`src/rtl/regfile_scoreboard.sv`:
```
// regfile_scoreboard: general-purpose register file with NUM_RD registered
// read ports, one write port with write-through bypass, and a per-register
// pending-write (busy) scoreboard used by decode to detect RAW hazards.
module regfile_scoreboard #(
  parameter int DATA_W   = 32,
  parameter int ADDR_W   = 5,
  parameter int NUM_RD   = 2,
  parameter int ZERO_REG = 1
) (
  input  logic                     clk,
  input  logic                     reset,
  input  logic [NUM_RD*ADDR_W-1:0] rd_addr,
  output logic [NUM_RD*DATA_W-1:0] rd_data,
  output logic [NUM_RD-1:0]        rd_busy,
  input  logic                     wr_en,
  input  logic [ADDR_W-1:0]        wr_addr,
  input  logic [DATA_W-1:0]        wr_data,
  input  logic                     iss_en,
  input  logic [ADDR_W-1:0]        iss_addr,
  input  logic                     flush,
  output logic [ADDR_W:0]          busy_cnt
);

  localparam int DEPTH = 1 << ADDR_W;

  // Register 0 is hardwired when ZERO_REG is set: writes to it are dropped.
  logic wr_to_zero;
  logic wr_ok;

  assign wr_to_zero = (ZERO_REG != 0) && (wr_addr == '0);
  assign wr_ok      = wr_en && !wr_to_zero;

  // --------------------------------------------------------------------
  // Register array
  // --------------------------------------------------------------------
  logic [DATA_W-1:0] mem_reg [DEPTH];

  // Array write; reset clears the whole file so no stale data survives.
  always_ff @(posedge clk or negedge reset) begin
    if (!reset) begin
      for (int i = 0; i < DEPTH; i++) begin
        mem_reg[i] <= '0;
      end
    end else if (wr_ok) begin
      mem_reg[wr_addr] <= wr_data;
    end
  end

  // --------------------------------------------------------------------
  // Busy scoreboard
  // --------------------------------------------------------------------
  logic [DEPTH-1:0] busy_reg;
  logic [DEPTH-1:0] busy_next;
  logic [ADDR_W:0]  busy_cnt_reg;
  logic [ADDR_W:0]  busy_cnt_next;

  // Per-register next state. Issue is checked first because the issued
  // instruction is newer than any flush or writeback on the same edge.
  generate
    for (genvar gi = 0; gi < DEPTH; gi++) begin : g_busy
      localparam logic [ADDR_W-1:0] IDX = ADDR_W'(gi);
      if ((ZERO_REG != 0) && (gi == 0)) begin : g_zero
        assign busy_next[gi] = 1'b0;
      end else begin : g_norm
        logic iss_hit;
        logic wr_hit;
        assign iss_hit = iss_en && (iss_addr == IDX);
        assign wr_hit  = wr_en && (wr_addr == IDX);
        assign busy_next[gi] = iss_hit ? 1'b1 :
                               flush   ? 1'b0 :
                               wr_hit  ? 1'b0 :
                               busy_reg[gi];
      end
    end
  endgenerate

  // Population count of the next busy vector, registered alongside it.
  always_comb begin
    busy_cnt_next = '0;
    for (int i = 0; i < DEPTH; i++) begin
      busy_cnt_next = busy_cnt_next + (ADDR_W + 1)'(busy_next[i]);
    end
  end

  // Scoreboard state and its count update together.
  always_ff @(posedge clk or negedge reset) begin
    if (!reset) begin
      busy_reg     <= '0;
      busy_cnt_reg <= '0;
    end else begin
      busy_reg     <= busy_next;
      busy_cnt_reg <= busy_cnt_next;
    end
  end

  assign busy_cnt = busy_cnt_reg;

  // --------------------------------------------------------------------
  // Read ports
  // --------------------------------------------------------------------
  generate
    for (genvar gi = 0; gi < NUM_RD; gi++) begin : g_rd
      logic [ADDR_W-1:0] addr;
      logic              is_zero;
      logic              bypass;
      logic [DATA_W-1:0] data_next;
      logic [DATA_W-1:0] data_reg;

      assign addr    = rd_addr[gi*ADDR_W +: ADDR_W];
      assign is_zero = (ZERO_REG != 0) && (addr == '0);
      assign bypass  = wr_ok && (wr_addr == addr);

      // Select the value this port captures: hardwired zero, the in-flight
      // writeback data, or the array contents.
      always_comb begin
        data_next = mem_reg[addr];
        if (is_zero) begin
          data_next = '0;
        end else if (bypass) begin
          data_next = wr_data;
        end
      end

      // Registered read data, one cycle after the address.
      always_ff @(posedge clk or negedge reset) begin
        if (!reset) begin
          data_reg <= '0;
        end else begin
          data_reg <= data_next;
        end
      end

      assign rd_data[gi*DATA_W +: DATA_W] = data_reg;

      // A same-cycle writeback to this address resolves the hazard because
      // the bypass supplies the data; issue and flush only act next cycle.
      assign rd_busy[gi] = busy_reg[addr] && !(wr_en && (wr_addr == addr));
    end
  endgenerate

endmodule

```
`config.mk`:
```
export PLATFORM = sky130hd
export DESIGN_NAME = regfile_scoreboard
export DESIGN_NICKNAME = d
export VERILOG_FILES = /design/src/rtl/regfile_scoreboard.sv
export SDC_FILE = /design/constraint.sdc
export NUM_CORES = 2
export LEC_CHECK = 0
export BUFFER_PORTS_ARGS = -buffer_cell sky130_fd_sc_hd__buf_2
export CAP_MARGIN = 15
export CORE_UTILIZATION = 39
export CTS_BUF_LIST = sky130_fd_sc_hd__clkbuf_8 sky130_fd_sc_hd__clkbuf_16
export CTS_CLUSTER_DIAMETER = 40
export DETAILED_ROUTE_END_ITERATION = 10
export PLACE_DENSITY = 0.58
export RECOVER_POWER = 25
export SETUP_SLACK_MARGIN = 0.2
export SLEW_MARGIN = 10
export SYNTH_ARGS = -nofsm -noshare
export SYNTH_HDL_FRONTEND = slang
export SYNTH_SLANG_ARGS = --single-unit
```
`constraint.sdc`:
```
create_clock -name clk -period 6.4 [get_ports clk]
set_input_delay 1.28 -clock clk [delete_from_list [all_inputs] [get_ports clk]]
set_output_delay 1.28 -clock clk [all_outputs]
set_load 0.02 [all_outputs]
```
==> flow_metrics.env <==
export IMPL_htreeDepth=4
export IMPL_drtPass1Iterations=7
export IMPL_synth_cell_type_count=65
export IMPL_clk_pin_slew_ns=0.06
export IMPL_grt_max_degree=161
export IMPL_synth_top_cells_by_area="dfrtp_1 (48%), mux2_2 (19%), mux4_2 (18%), mux2i_1 (2.7%), buf_2 (1.3%)"
export IMPL_switchingPower_mw=6.24
export IMPL_cts_path_max_buffers=3
export IMPL_detail_route_antenna_nets=0
export IMPL_swShare=0.276
export IMPL_grt_pass1_vias=39100
export IMPL_worst_r2r_setup_slack_ns=1.22
export IMPL_area_delta_synth_final_pct=14.3
export IMPL_p_leak_nw=29.2
export IMPL_syn_area_mm2=0.0589
export IMPL_die_w_um=391
export IMPL_vias=37800
export IMPL_worstMarginPinSlew_ns=4.78
export IMPL_die_h_um=391
export IMPL_synth_top_cells_by_count="dfrtp_1 (1125), mux2_2 (984), mux4_2 (477)"
export IMPL_fin_crit_ns=5.95
export IMPL_p_comb_frac=0.178
export IMPL_grt_usage=0.261
export IMPL_holdPathStages=0
export IMPL_yosysSeqAreaShare=0.478
export IMPL_largest_register_ffs=1024
export IMPL_post_route_period_util=0.930
export IMPL_hold_viol_final=0
export IMPL_wl_um=196000
export IMPL_worstHoldPathType="register to register"
export IMPL_fp_dieArea_mm2=0.153
export IMPL_clkPwrFrac=0.410
export IMPL_place_congestion=0.854
export IMPL_drt_iter0_drc=3753
export IMPL_async_flop_share=1.00
export IMPL_maxCapViolCount=1
export IMPL_slew_viol_final=77
export IMPL_clock_latency_ns=0.81
export IMPL_clock_root_buffer="clkbuf_16"
export IMPL_max_vdd_ir_drop_mv=0.331
export IMPL_nFillCells=13400
export IMPL_cts_tree="built"
export IMPL_start_util=0.393
export IMPL_grt_overflow_total=0
export IMPL_whs_ns=0.391
export IMPL_synth_ff_type="dfrtp_1"
export IMPL_start_kind="primary input"
export IMPL_yosysWarnings=0
export IMPL_p_int_mw=16.4
export IMPL_cts_buffers_inserted=162
export IMPL_avgRoutedWirePerCell_um=32.1
export IMPL_power_density_mw_per_mm2=336
export IMPL_cts_setup_buffers=0
export IMPL_max_slew_margin=-2.19
export IMPL_critPathKind="primary input to register"
export IMPL_crit_required_ns=7.11
export IMPL_portBuffers=128
export IMPL_reg2regPathDepth=16
export IMPL_cts_resized=0
export IMPL_syn_nets=4025
export IMPL_violations="max-capacitance violations, max-slew violations"
export IMPL_synth_top_cell_by_area="dfrtp_1"
export IMPL_worst_clock_skew_ns=0.0274
export IMPL_rows=142
export IMPL_design_core_area_mm2=0.150
export IMPL_viasPerCell=6.19
export IMPL_hold_buffers=0
export IMPL_outcome="finished, violations left"
export IMPL_hpwlAfterDp_um=104000
export IMPL_syn_area_per_cell_um2=15.0
export IMPL_pre_cts_ws_ns=-0.184
export IMPL_critPathMaxFanout=9
export IMPL_synth_seq_cells=1125
export IMPL_cts_sinks=1125
export IMPL_grt_pass1_wl_um=287000
export IMPL_pin_count=129
export IMPL_setup_ws_ns=0.447
export IMPL_rsz0062_at_grt="no"
export IMPL_cp_end_kind="register"
export IMPL_num_nets_final=4043
export IMPL_synth_top_cell_area_share=0.478
export IMPL_drive_above_1_share=0.510
export IMPL_synth_edf_count=0
export IMPL_p_seq_frac=0.413
export IMPL_cp_arrival_ns=6.66
export IMPL_yosys_cell_count_top_type="dfrtp_1"
export IMPL_drcViolationCount=0
export IMPL_synthCells=3938
export IMPL_setup_viol_count_final=0
export IMPL_clock_fmax_ghz=0.168
export IMPL_antenna_found_initial=18
[power groups by stage]
stage / Combinational [mW] / Sequential (mW) / Clock [mW]
final: 4.01 / 9.33 / 9.26
after global placement: 3.96 / 9.37 / 0
after detailed placement: 4.02 / 9.43 / 0
after floorplan: 2.97 / 9.22 / 0
after CTS: 4.04 / 9.31 / 9.42
after global routing: 4.29 / 9.52 / 9.71
[critical path, cell delays in order]
cell	delay (ns)
buf_2	0.18
nor3b_1	0.45
buf_4	0.21
nand2_4	0.05
nand3_1	0.08
and2_1	0.20
fa_1	0.45
inv_1	0.08
fa_1	0.44
fa_1	0.52
fa_1	0.51
fa_1	0.49
inv_1	0.05
fa_1	0.47
inv_1	0.05
fa_2	0.36
fa_2	0.35
a21o_1	0.18
a21oi_2	0.14
xnor2_1	0.12
[layer usage]
layer	GRT usage	part of all wire	routed length (um)	vias to the layer above
met1	0.356	0.42	82000	20700
li1	-	-	-	15300
met3	0.0455	0.068	13400	396
met4	0.0974	0.038	7460	8
met5	0	0.00030	58	-
met2	0.416	0.48	93300	1408
[cell usage in the layout, fill, tap and decap left out, drive strengths merged, types with 32 or more instances in the layout]
cell and count:
inv 91, nor3 38, dfrtp 1125, clkbuf 200, nand2 81, a22oi 95, a21oi 33, nor2 39
a32o 32, o22ai 74, mux2 993, mux4 477, nor2b 38, mux2i 161, buf 272, clkinv 37
[worst paths after layout]
path / start / endpoint
hold reg to reg: mem_reg[996] / mem_reg[996]
max in group asynchronous: reset / mem_reg[643]
setup / recovery: wr_addr[3] / busy_cnt[4]
hold / removal: mem_reg[996] / mem_reg[996]
min in group asynchronous: reset / mem_reg[462]
setup reg to reg: busy_reg[12] / busy_cnt[4]
[cells by family after synthesis]
family / share of synthesized area
buf+inv: 0.0391
flops: 0.478
xor+xnor: 0.00193
simple gates: 0.0232
fa+ha+maj: 0.00930
compound gates: 0.0491
mux: 0.399
[cell type report]
| cell class | count | area [um^2] | share of cell area |
|---|---|---|---|
| multi-input combinational | 2335 | 28800 | 0.428 |
| clock inverter | 114 | 1220 | 0.0181 |
| antenna | 3 | 7.51 | 0.000111 |
| inverter | 43 | 161 | 0.00240 |
| tap | 2016 | 2520 | 0.0375 |
| sequential | 1125 | 28200 | 0.418 |
| clock buffer | 184 | 4410 | 0.0655 |
| timing repair buffer | 289 | 2070 | 0.0308 |
[metrics by stage]
step | total power [mW] | TNS (ns) | area [um^2] | utilization | instances
floorplan | 12.2 | -0.112 | 59100 | - | 3938
global placement | 13.3 | -0.243 | 61800 | 0.412 | 5808
detailed placement | 13.5 | -0.287 | 61800 | 0.412 | 5808
CTS | 22.8 | 0 | 67400 | 0.450 | 6106
global route | 23.5 | 0 | 67300 | 0.449 | 6106
finish | 22.6 | 0 | 67300 | 0.449 | 6109
Note: power is estimated with default switching activity, not from simulation.
